<file path="src/rtl/rot_decoder_if.sv">
// Bundles the scan request, the sample-RAM read port and the (theta, data) output stream
// of rot_decoder. The master modport is the decoder side.
interface rot_decoder_if #(
    parameter int ANG_W  = 16,
    parameter int ADDR_W = 8,
    parameter int DATA_W = 32
);
    logic              start;
    logic [ANG_W-1:0]  ref_angle;
    logic [ADDR_W-1:0] base_addr;
    logic [ADDR_W:0]   len;

    logic [ADDR_W-1:0] mem_addr;
    logic              mem_rd;
    logic [DATA_W-1:0] mem_data;

    logic [ANG_W-1:0]  theta;
    logic [DATA_W-1:0] data_out;
    logic              out_valid;
    logic              out_ready;

    logic              busy;
    logic              done;

    modport master (
        input  start, ref_angle, base_addr, len, mem_data, out_ready,
        output mem_addr, mem_rd, theta, data_out, out_valid, busy, done
    );

    modport slave (
        output start, ref_angle, base_addr, len, mem_data, out_ready,
        input  mem_addr, mem_rd, theta, data_out, out_valid, busy, done
    );
endinterface

</file>
<file path="src/rtl/rot_decoder.sv">
// Scans sample-RAM bins and rebuilds theta = ref + signed(addr) for each entry, streaming (theta, data).
// Optional macro ROT_DEC_SKIP_ZERO_EN drops empty (zero) bins instead of emitting them.
module rot_decoder #(
    parameter int ANG_W  = 16,
    parameter int ADDR_W = 8,
    parameter int DATA_W = 32
) (
    input logic           clk,
    input logic           rst,
    rot_decoder_if.master bus
);

    typedef enum logic [2:0] {IDLE, READ, CAPT, OUT, FIN} state_t;

    state_t            state, state_d;
    logic [ANG_W-1:0]  ref_q;
    logic [ADDR_W-1:0] cur_addr;
    logic [ADDR_W-1:0] last_addr;
    logic [ADDR_W:0]   remaining;
    logic [ANG_W-1:0]  theta_q;
    logic [DATA_W-1:0] data_q;
    logic              advance;
    logic              last_entry;
    logic              skip;

    // The RAM address is the low bits of (theta - ref), so it is a two's complement offset.
    function automatic logic [ANG_W-1:0] abs_angle(input logic [ANG_W-1:0] r,
                                                   input logic signed [ADDR_W-1:0] off);
        logic signed [ANG_W-1:0] off_ext;
        off_ext = {{(ANG_W-ADDR_W){off[ADDR_W-1]}}, off};
        return r + ANG_W'(off_ext);
    endfunction

    assign last_entry = (remaining == (ADDR_W+1)'(1));

`ifdef ROT_DEC_SKIP_ZERO_EN
    assign skip = (state == CAPT) && (bus.mem_data == '0);
`else
    assign skip = 1'b0;
`endif

    always_ff @(posedge clk) begin
        if (rst) state <= IDLE;
        else     state <= state_d;
    end

    always_comb begin
        state_d = state;
        advance = 1'b0;
        case (state)
            IDLE: begin
                if (bus.start) state_d = (bus.len == '0) ? FIN : READ;
            end
            READ: state_d = CAPT;
            CAPT: begin
                if (skip) begin
                    advance = 1'b1;
                    state_d = last_entry ? FIN : READ;
                end else begin
                    state_d = OUT;
                end
            end
            OUT: begin
                if (bus.out_ready) begin
                    advance = 1'b1;
                    state_d = last_entry ? FIN : READ;
                end
            end
            FIN:     state_d = IDLE;
            default: state_d = IDLE;
        endcase
    end

    always_ff @(posedge clk) begin
        if (rst) begin
            ref_q     <= '0;
            cur_addr  <= '0;
            last_addr <= '0;
            remaining <= '0;
            theta_q   <= '0;
            data_q    <= '0;
        end else begin
            if (state == IDLE && bus.start) begin
                ref_q     <= bus.ref_angle;
                cur_addr  <= bus.base_addr;
                remaining <= bus.len;
            end
            if (state == READ) last_addr <= cur_addr;
            // RAM data arrives the cycle after the read strobe.
            if (state == CAPT) begin
                data_q  <= bus.mem_data;
                theta_q <= abs_angle(ref_q, cur_addr);
            end
            if (advance) begin
                remaining <= remaining - (ADDR_W+1)'(1);
                cur_addr  <= cur_addr + ADDR_W'(1);
            end
        end
    end

    assign bus.mem_addr  = (state == READ) ? cur_addr : last_addr;
    assign bus.mem_rd    = (state == READ);
    assign bus.theta     = theta_q;
    assign bus.data_out  = data_q;
    assign bus.out_valid = (state == OUT);
    assign bus.busy      = (state != IDLE);
    assign bus.done      = (state == FIN);

endmodule

</file>
<file path="src/flat_wrapper.sv">
// flat-port wrapper written by rule: the top's interface ports become plain ports
module rot_decoder_flat 
#(
    parameter int ANG_W  = 16,
    parameter int ADDR_W = 8,
    parameter int DATA_W = 32
)
  (clk, rst, bus_start, bus_ref_angle, bus_base_addr, bus_len, bus_mem_data, bus_out_ready, bus_mem_addr, bus_mem_rd, bus_theta, bus_data_out, bus_out_valid, bus_busy, bus_done);
  rot_decoder_if #(.ANG_W(ANG_W), .ADDR_W(ADDR_W), .DATA_W(DATA_W)) bus_i ();
  input logic clk;
  input logic rst;
  input wire logic [$bits(bus_i.start)-1:0] bus_start;
  input wire logic [$bits(bus_i.ref_angle)-1:0] bus_ref_angle;
  input wire logic [$bits(bus_i.base_addr)-1:0] bus_base_addr;
  input wire logic [$bits(bus_i.len)-1:0] bus_len;
  input wire logic [$bits(bus_i.mem_data)-1:0] bus_mem_data;
  input wire logic [$bits(bus_i.out_ready)-1:0] bus_out_ready;
  output wire logic [$bits(bus_i.mem_addr)-1:0] bus_mem_addr;
  output wire logic [$bits(bus_i.mem_rd)-1:0] bus_mem_rd;
  output wire logic [$bits(bus_i.theta)-1:0] bus_theta;
  output wire logic [$bits(bus_i.data_out)-1:0] bus_data_out;
  output wire logic [$bits(bus_i.out_valid)-1:0] bus_out_valid;
  output wire logic [$bits(bus_i.busy)-1:0] bus_busy;
  output wire logic [$bits(bus_i.done)-1:0] bus_done;
  assign bus_i.start = bus_start;
  assign bus_i.ref_angle = bus_ref_angle;
  assign bus_i.base_addr = bus_base_addr;
  assign bus_i.len = bus_len;
  assign bus_i.mem_data = bus_mem_data;
  assign bus_i.out_ready = bus_out_ready;
  assign bus_mem_addr = bus_i.mem_addr;
  assign bus_mem_rd = bus_i.mem_rd;
  assign bus_theta = bus_i.theta;
  assign bus_data_out = bus_i.data_out;
  assign bus_out_valid = bus_i.out_valid;
  assign bus_busy = bus_i.busy;
  assign bus_done = bus_i.done;
  rot_decoder #(.ANG_W(ANG_W), .ADDR_W(ADDR_W), .DATA_W(DATA_W)) u_core (.clk(clk), .rst(rst), .bus(bus_i));
endmodule
</file>
<file path="config.mk">
export PLATFORM = sky130hd
export DESIGN_NAME = rot_decoder_flat
export DESIGN_NICKNAME = d
export VERILOG_FILES = /design/src/rtl/rot_decoder_if.sv /design/src/rtl/rot_decoder.sv /design/src/flat_wrapper.sv
export SDC_FILE = /design/constraint.sdc
export NUM_CORES = 1
export LEC_CHECK = 0
export CAP_MARGIN = 20
export CORE_MARGIN = 2
export CORE_UTILIZATION = 51
export DETAILED_ROUTE_END_ITERATION = 10
export PLACE_DENSITY = 0.86
export SLEW_MARGIN = 20
export SYNTH_ARGS = -nofsm -noshare
export SYNTH_HDL_FRONTEND = slang
export SYNTH_SLANG_ARGS = --single-unit
</file>
<file path="constraint.sdc">
create_clock -name clk -period 6.05 [get_ports clk]
set_clock_uncertainty 0.2 [all_clocks]
set_input_delay 1.21 -clock clk [delete_from_list [all_inputs] [get_ports clk]]
set_output_delay 1.21 -clock clk [all_outputs]
set_load 0.01 [all_outputs]
</file>
# [Word level (Yosys, flattened, before mapping)]
# Index checks and enable logic that the tools add are counted.
[op_classes] add_sub_neg=3 n_eq_ne=7 muxes=12 n_reduce_logical=6
[ops] operator="two-way mux 8 bit" count=3
[ops] operator="two-way mux 9 bit" count=2
[ops] operator="adder 16 bit" count=1
[ops] operator="two-way mux 3 bit" count=4
[ops] operator="one-hot mux 3 bit (4 select lines)" count=1
[ops] operator="equality test 9 x 1 -> 1 bit (second input constant)" count=1
[ops] operator="zero test 9 bit" count=1
[ops] operator="subtractor 9 x 1 -> 9 bit (second input constant)" count=1
[ops] operator="adder 8 x 1 -> 8 bit (second input constant)" count=1
[ops] operator="equality test 3 x 2 -> 1 bit (second input constant)" count=2
[ops] operator="inequality test 2 bit (second input constant)" count=2
[ops] operator="equality test 3 x 1 -> 1 bit (second input constant)" count=1
[ops] operator="equality test 3 bit (second input constant)" count=1
[ops] operator="zero test 3 bit" count=1
[ops] operator="nonzero test 3 bit" count=1
[ops] operator="two-way mux 1 bit" count=2
[ops] operator="AND reduction 2 bit" count=1
[ops] operator="nonzero test 2 bit" count=1
[ops] operator="logical AND 1 bit" count=1
[word_totals] reg_bits=92 input_bits=69

# [Depth between registers and ports, before layout]
[logic_depth] ltp_word=4 mapped_depth=9

# [Least setup slack after synthesis]
# OpenSTA, ideal clock, no wires.
[synth_timing] path_type="register to output" startpoint="register u_core.state[1]" endpoint="output port bus_mem_addr[0]" arrival_ns=1.431 required_ns=4.640 path_slack_ns=3.209 path_stages_with_launch=5 path_cell_list="dfxtp_1 > clkbuf_1 > nor3b_1 > clkbuf_1 > mux2_2"
[synth_between] elab_chain_len=2
[synth_lines] element="start: declaration" line="rot_decoder.sv:15" text="state_t state, state_d;"
[synth_lines] element="start signal: assignment" line="rot_decoder.sv:44" text="else state <= state_d;"
[synth_lines] element="equality test 3 x 1 -> 1 bit"
[synth_lines] element="named net bus_mem_rd" line="flat_wrapper.sv:19" text="output wire logic [$bits(bus_i.mem_rd)-1:0] bus_mem_rd;"
[synth_lines] element="two-way mux 8 bit"
[synth_lines] element="end: declaration" line="flat_wrapper.sv:18" text="output wire logic [$bits(bus_i.mem_addr)-1:0] bus_mem_addr;"
# The timed path passes the listed nets, and every way through them passes these cells.

# [Final worst setup path]
[layout_timing] startpoint="register u_core.state[0]" endpoint="output port bus_mem_addr[5]"
[layout_between] elab_chain_len=2
[layout_lines] element="equality test 3 x 1 -> 1 bit" line="rot_decoder.sv:101" text="assign bus.mem_addr = (state == READ) ? cur_addr : last_addr;"
[layout_lines] element="two-way mux 8 bit"
# Every way passes these cells.

==> summary.txt <==
Power
  • Sw frac: 30.6%
  • P_sw: 0.000437 W
  • Comb pwr share: 25.4%
  • LEAKAGE: 2.14 nW
  • Clock power frac: 25.9%
  • Internal Power: 0.000993 W
  • PD cells: 248 mW/mm²
  • Sequential share of power: 48.7%
  • Peak VDD IR: 0.149 mV

Die
  • Core area: 0.00818 mm²
  • I/O pin count: 129
  • Initial Util: 52.6%
  • Total Die Area: 0.00918 mm²
  • Die Y: 95.8 µm
  • Die width: 95.8 µm
  • Row count: 33

Synth
  • Number of flops mapped to enable cells by yosys: 0
  • Post-synth top cells: nand2_1, dfxtp_1, a21oi_1, nor2_1, clkbuf_1
  • Synth Net Count: 618
  • Synth area leaders: dfxtp_1, nand2_1, a21oi_1
  • Synthesized flop and latch total: 92
  • Synth warnings: 0
  • Synth Instances: 530
  • Post-synth cell types: 59
  • Most numerous cell in the Yosys netlist: nand2_1
  • Most used DFF post-synth: dfxtp_1
  • Syn Area/Cell: 8.11 µm²
  • Synthesized area: 0.00430 mm²
  • Sequential share of the synthesized area: 42.8%
  • Ys async rst share: 0%
  • Synth top area share: 42.8%
  • Top cell type by total area after synthesis: dfxtp_1

Worst setup path
  • Startpoint types: flip-flop
  • WP data required: 4.64 ns
  • Worst Path Max Fanout: 10
  • Crit. End Element: output port
  • R2r startpoint: u_core.cur_addr[0]$_SDFFE_PP0P_
  • Critical path launch point: u_core.state[0]$_SDFFE_PP0P_
  • Crit path kind: flip-flop to output port
  • WP data arrival: 2.21 ns

Clock network
  • Post-CTS Setup Bufs: 0
  • CTS max path bufs: 2
  • Clk sinks: 92
  • Number of hold buffers added after cts: 0
  • Cts repair resizes: 0
  • CTS H-Tree Depth: 3
  • TritonCTS buffer count: 9
  • Clock Tree Root: clkbuf_8
  • Clock-pin slew on the worst setup and hold paths: 0.09 ns
  • CTS tree: yes
  • Clock Latency Late Sink: 0.35 ns

STA
  • Final min period: 3.62 ns
  • Setup WS post-layout: 2.43 ns
  • Tightest Pin Transition: 0.942 ns
  • # setup viols final: 0
  • Max Freq: 0.276 GHz
  • RSZ-0062 raised after global routing: false
  • Setup TNS: 0 ns
  • Final Cycle Share: 59.9%
  • Max-slew violations: 0
  • Fin. Hold Viols: 0
  • Slew Limit Headroom: 37.0%

Detailed routing
  • Starting DRC count in detailed routing: 185
  • Routed WL per cell: 14.2 µm
  • 1st-pass router iterations: 4
  • Drt total wl: 10,700 µm
  • Vias: 4,093
  • DRC viols: 0
  • Routed Antenna Nets: 0
  • Via density: 5.45

Cells and area
  • Share of cells above drive strength 1: 6.35%
  • ANT cells: 0
  • Nets: 730
  • Area Overhead vs Synth: 33.8%

GRT
  • First-pass GRT wire length: 17,000 µm
  • Initial antenna violation count: 0
  • Total gr overflow: 0
  • Largest net degree at the start of global routing: 48
  • GRT Util Overall: 23.4%
  • Number of global-route vias before repair: 3,753

Placed design
  • IO buf count: 128
  • Pre-CTS setup slack: 2.67 ns
  • Post-DP HPWL: 7800 µm
  • Gpl congestion: 0.849

Hold path
  • HP Start: u_core.remaining[8]$_SDFFE_PP0P_
  • HP Class: flip-flop to flip-flop

Run
  • Max Cap Viol: 0

Status
  • Outcome: finished, final reports clean
## routing by layer
| metal | vias to the layer above | wire length [µm] | global-route usage [%] |
|---|---|---|---|
| li1 | 2063 | - | - |
| met1 | 1856 | 4740 | 30.0 |
| met2 | 156 | 4980 | 38.9 |
| met3 | 18 | 803 | 5.01 |
| met4 | 0 | 165 | 8.10 |
| met5 | - | 0 | 0 |
## placed cells by master (no fill, tap or decap), types with 3 or more instances in the layout
master	synthesis	routed
o21ai_0	15	15
nand3b_1	3	3
and2_1	3	3
xnor2_1	8	8
nor3b_1	3	3
xor2_1	4	4
clkdlybuf4s50_1	0	127
buf_4	0	5
dfxtp_1	92	92
a31oi_1	7	7
inv_1	5	5
clkbuf_8	2	10
nand2_1	135	135
mux2_2	8	8
nor2_1	24	24
o211ai_1	6	6
nor2b_1	9	9
nor3_1	10	10
nand3_1	11	11
ha_1	18	18
or3_1	4	4
a21oi_1	88	88
a22o_1	4	4
and3_1	3	3
## power groups by stage
stage               Sequential, W  Combinational, W  Clock [W]
floorplan                0.000709          0.000212          0
global placement         0.000707          0.000354          0
detailed placement       0.000710          0.000361          0
CTS                      0.000696          0.000364   0.000377
global route             0.000704          0.000401   0.000404
finish                   0.000697          0.000363   0.000370
## layout make-up
cell class | count | area, µm²
Fill cell | 664 | 2420
Multi-Input combinational cell | 401 | 2270
Sequential cell | 92 | 1840
Timing Repair Buffer | 133 | 1310
Clock buffer | 10 | 138
Tap cell | 105 | 131
Clock inverter | 5 | 37.5
Inverter | 5 | 18.8
## worst max-delay path, stage by stage, from the launching register on
cell and delay [ns]:
dfxtp_1 0.47, nor3b_1 0.31, buf_4 0.23, mux2_2 0.35
clkdlybuf4s50_1 0.49
## per-stage QoR
step | hold WS [ns] | util [%] | instance area [µm²] | total power [W] | instances
4_1_cts | 0.255 | 70.4 | 5750 | 0.00144 | 751
5_1_grt | 0.281 | 70.4 | 5750 | 0.00151 | 751
3_3_place_gp | 0.232 | 68.2 | 5580 | 0.00106 | 736
6_report | 0.252 | 70.4 | 5750 | 0.00143 | 751
3_5_place_dp | 0.243 | 68.2 | 5580 | 0.00107 | 736
2_1_floorplan | 0.217 | - | 4300 | 0.000921 | 530
## path summary, 6_finish.rpt
| kind | to | slack (ns) | cells past startpoint |
|---|---|---|---|
| max | bus_mem_addr[5] | 2.43 | 4 |
| min | u_core.remaining[8]$_SDFFE_PP0P_ | 0.25 | 1 |
| max reg2reg | u_core.bus.theta[14]$_SDFFE_PP0P_ | 3.43 | 8 |
| min reg2reg | u_core.remaining[8]$_SDFFE_PP0P_ | 0.25 | 1 |
## state kept, by name, summed over array words and instances, names as in the netlist
| name | cells |
|---|---|
| u_core.bus.data_out | 32 |
| u_core.bus.theta | 16 |
| u_core.cur_addr | 8 |
| u_core.last_addr | 8 |
| u_core.ref_q | 16 |
| u_core.remaining | 9 |
| u_core.state | 3 |
## cells by family (layout without fill, tap and decap cells)
| group | count (synthesis) | count (layout) | synth area share (%) |
|---|---|---|---|
| simple gates | 215 | 215 | 21.8 |
| compound gates | 147 | 147 | 20.8 |
| flops | 92 | 92 | 42.8 |
| buf+inv | 37 | 153 | 4.28 |
| fa+ha+maj | 19 | 19 | 5.70 |
| xor+xnor | 12 | 12 | 2.44 |
| mux | 8 | 8 | 2.10 |
Note: power is estimated with default switching activity, not from simulation.
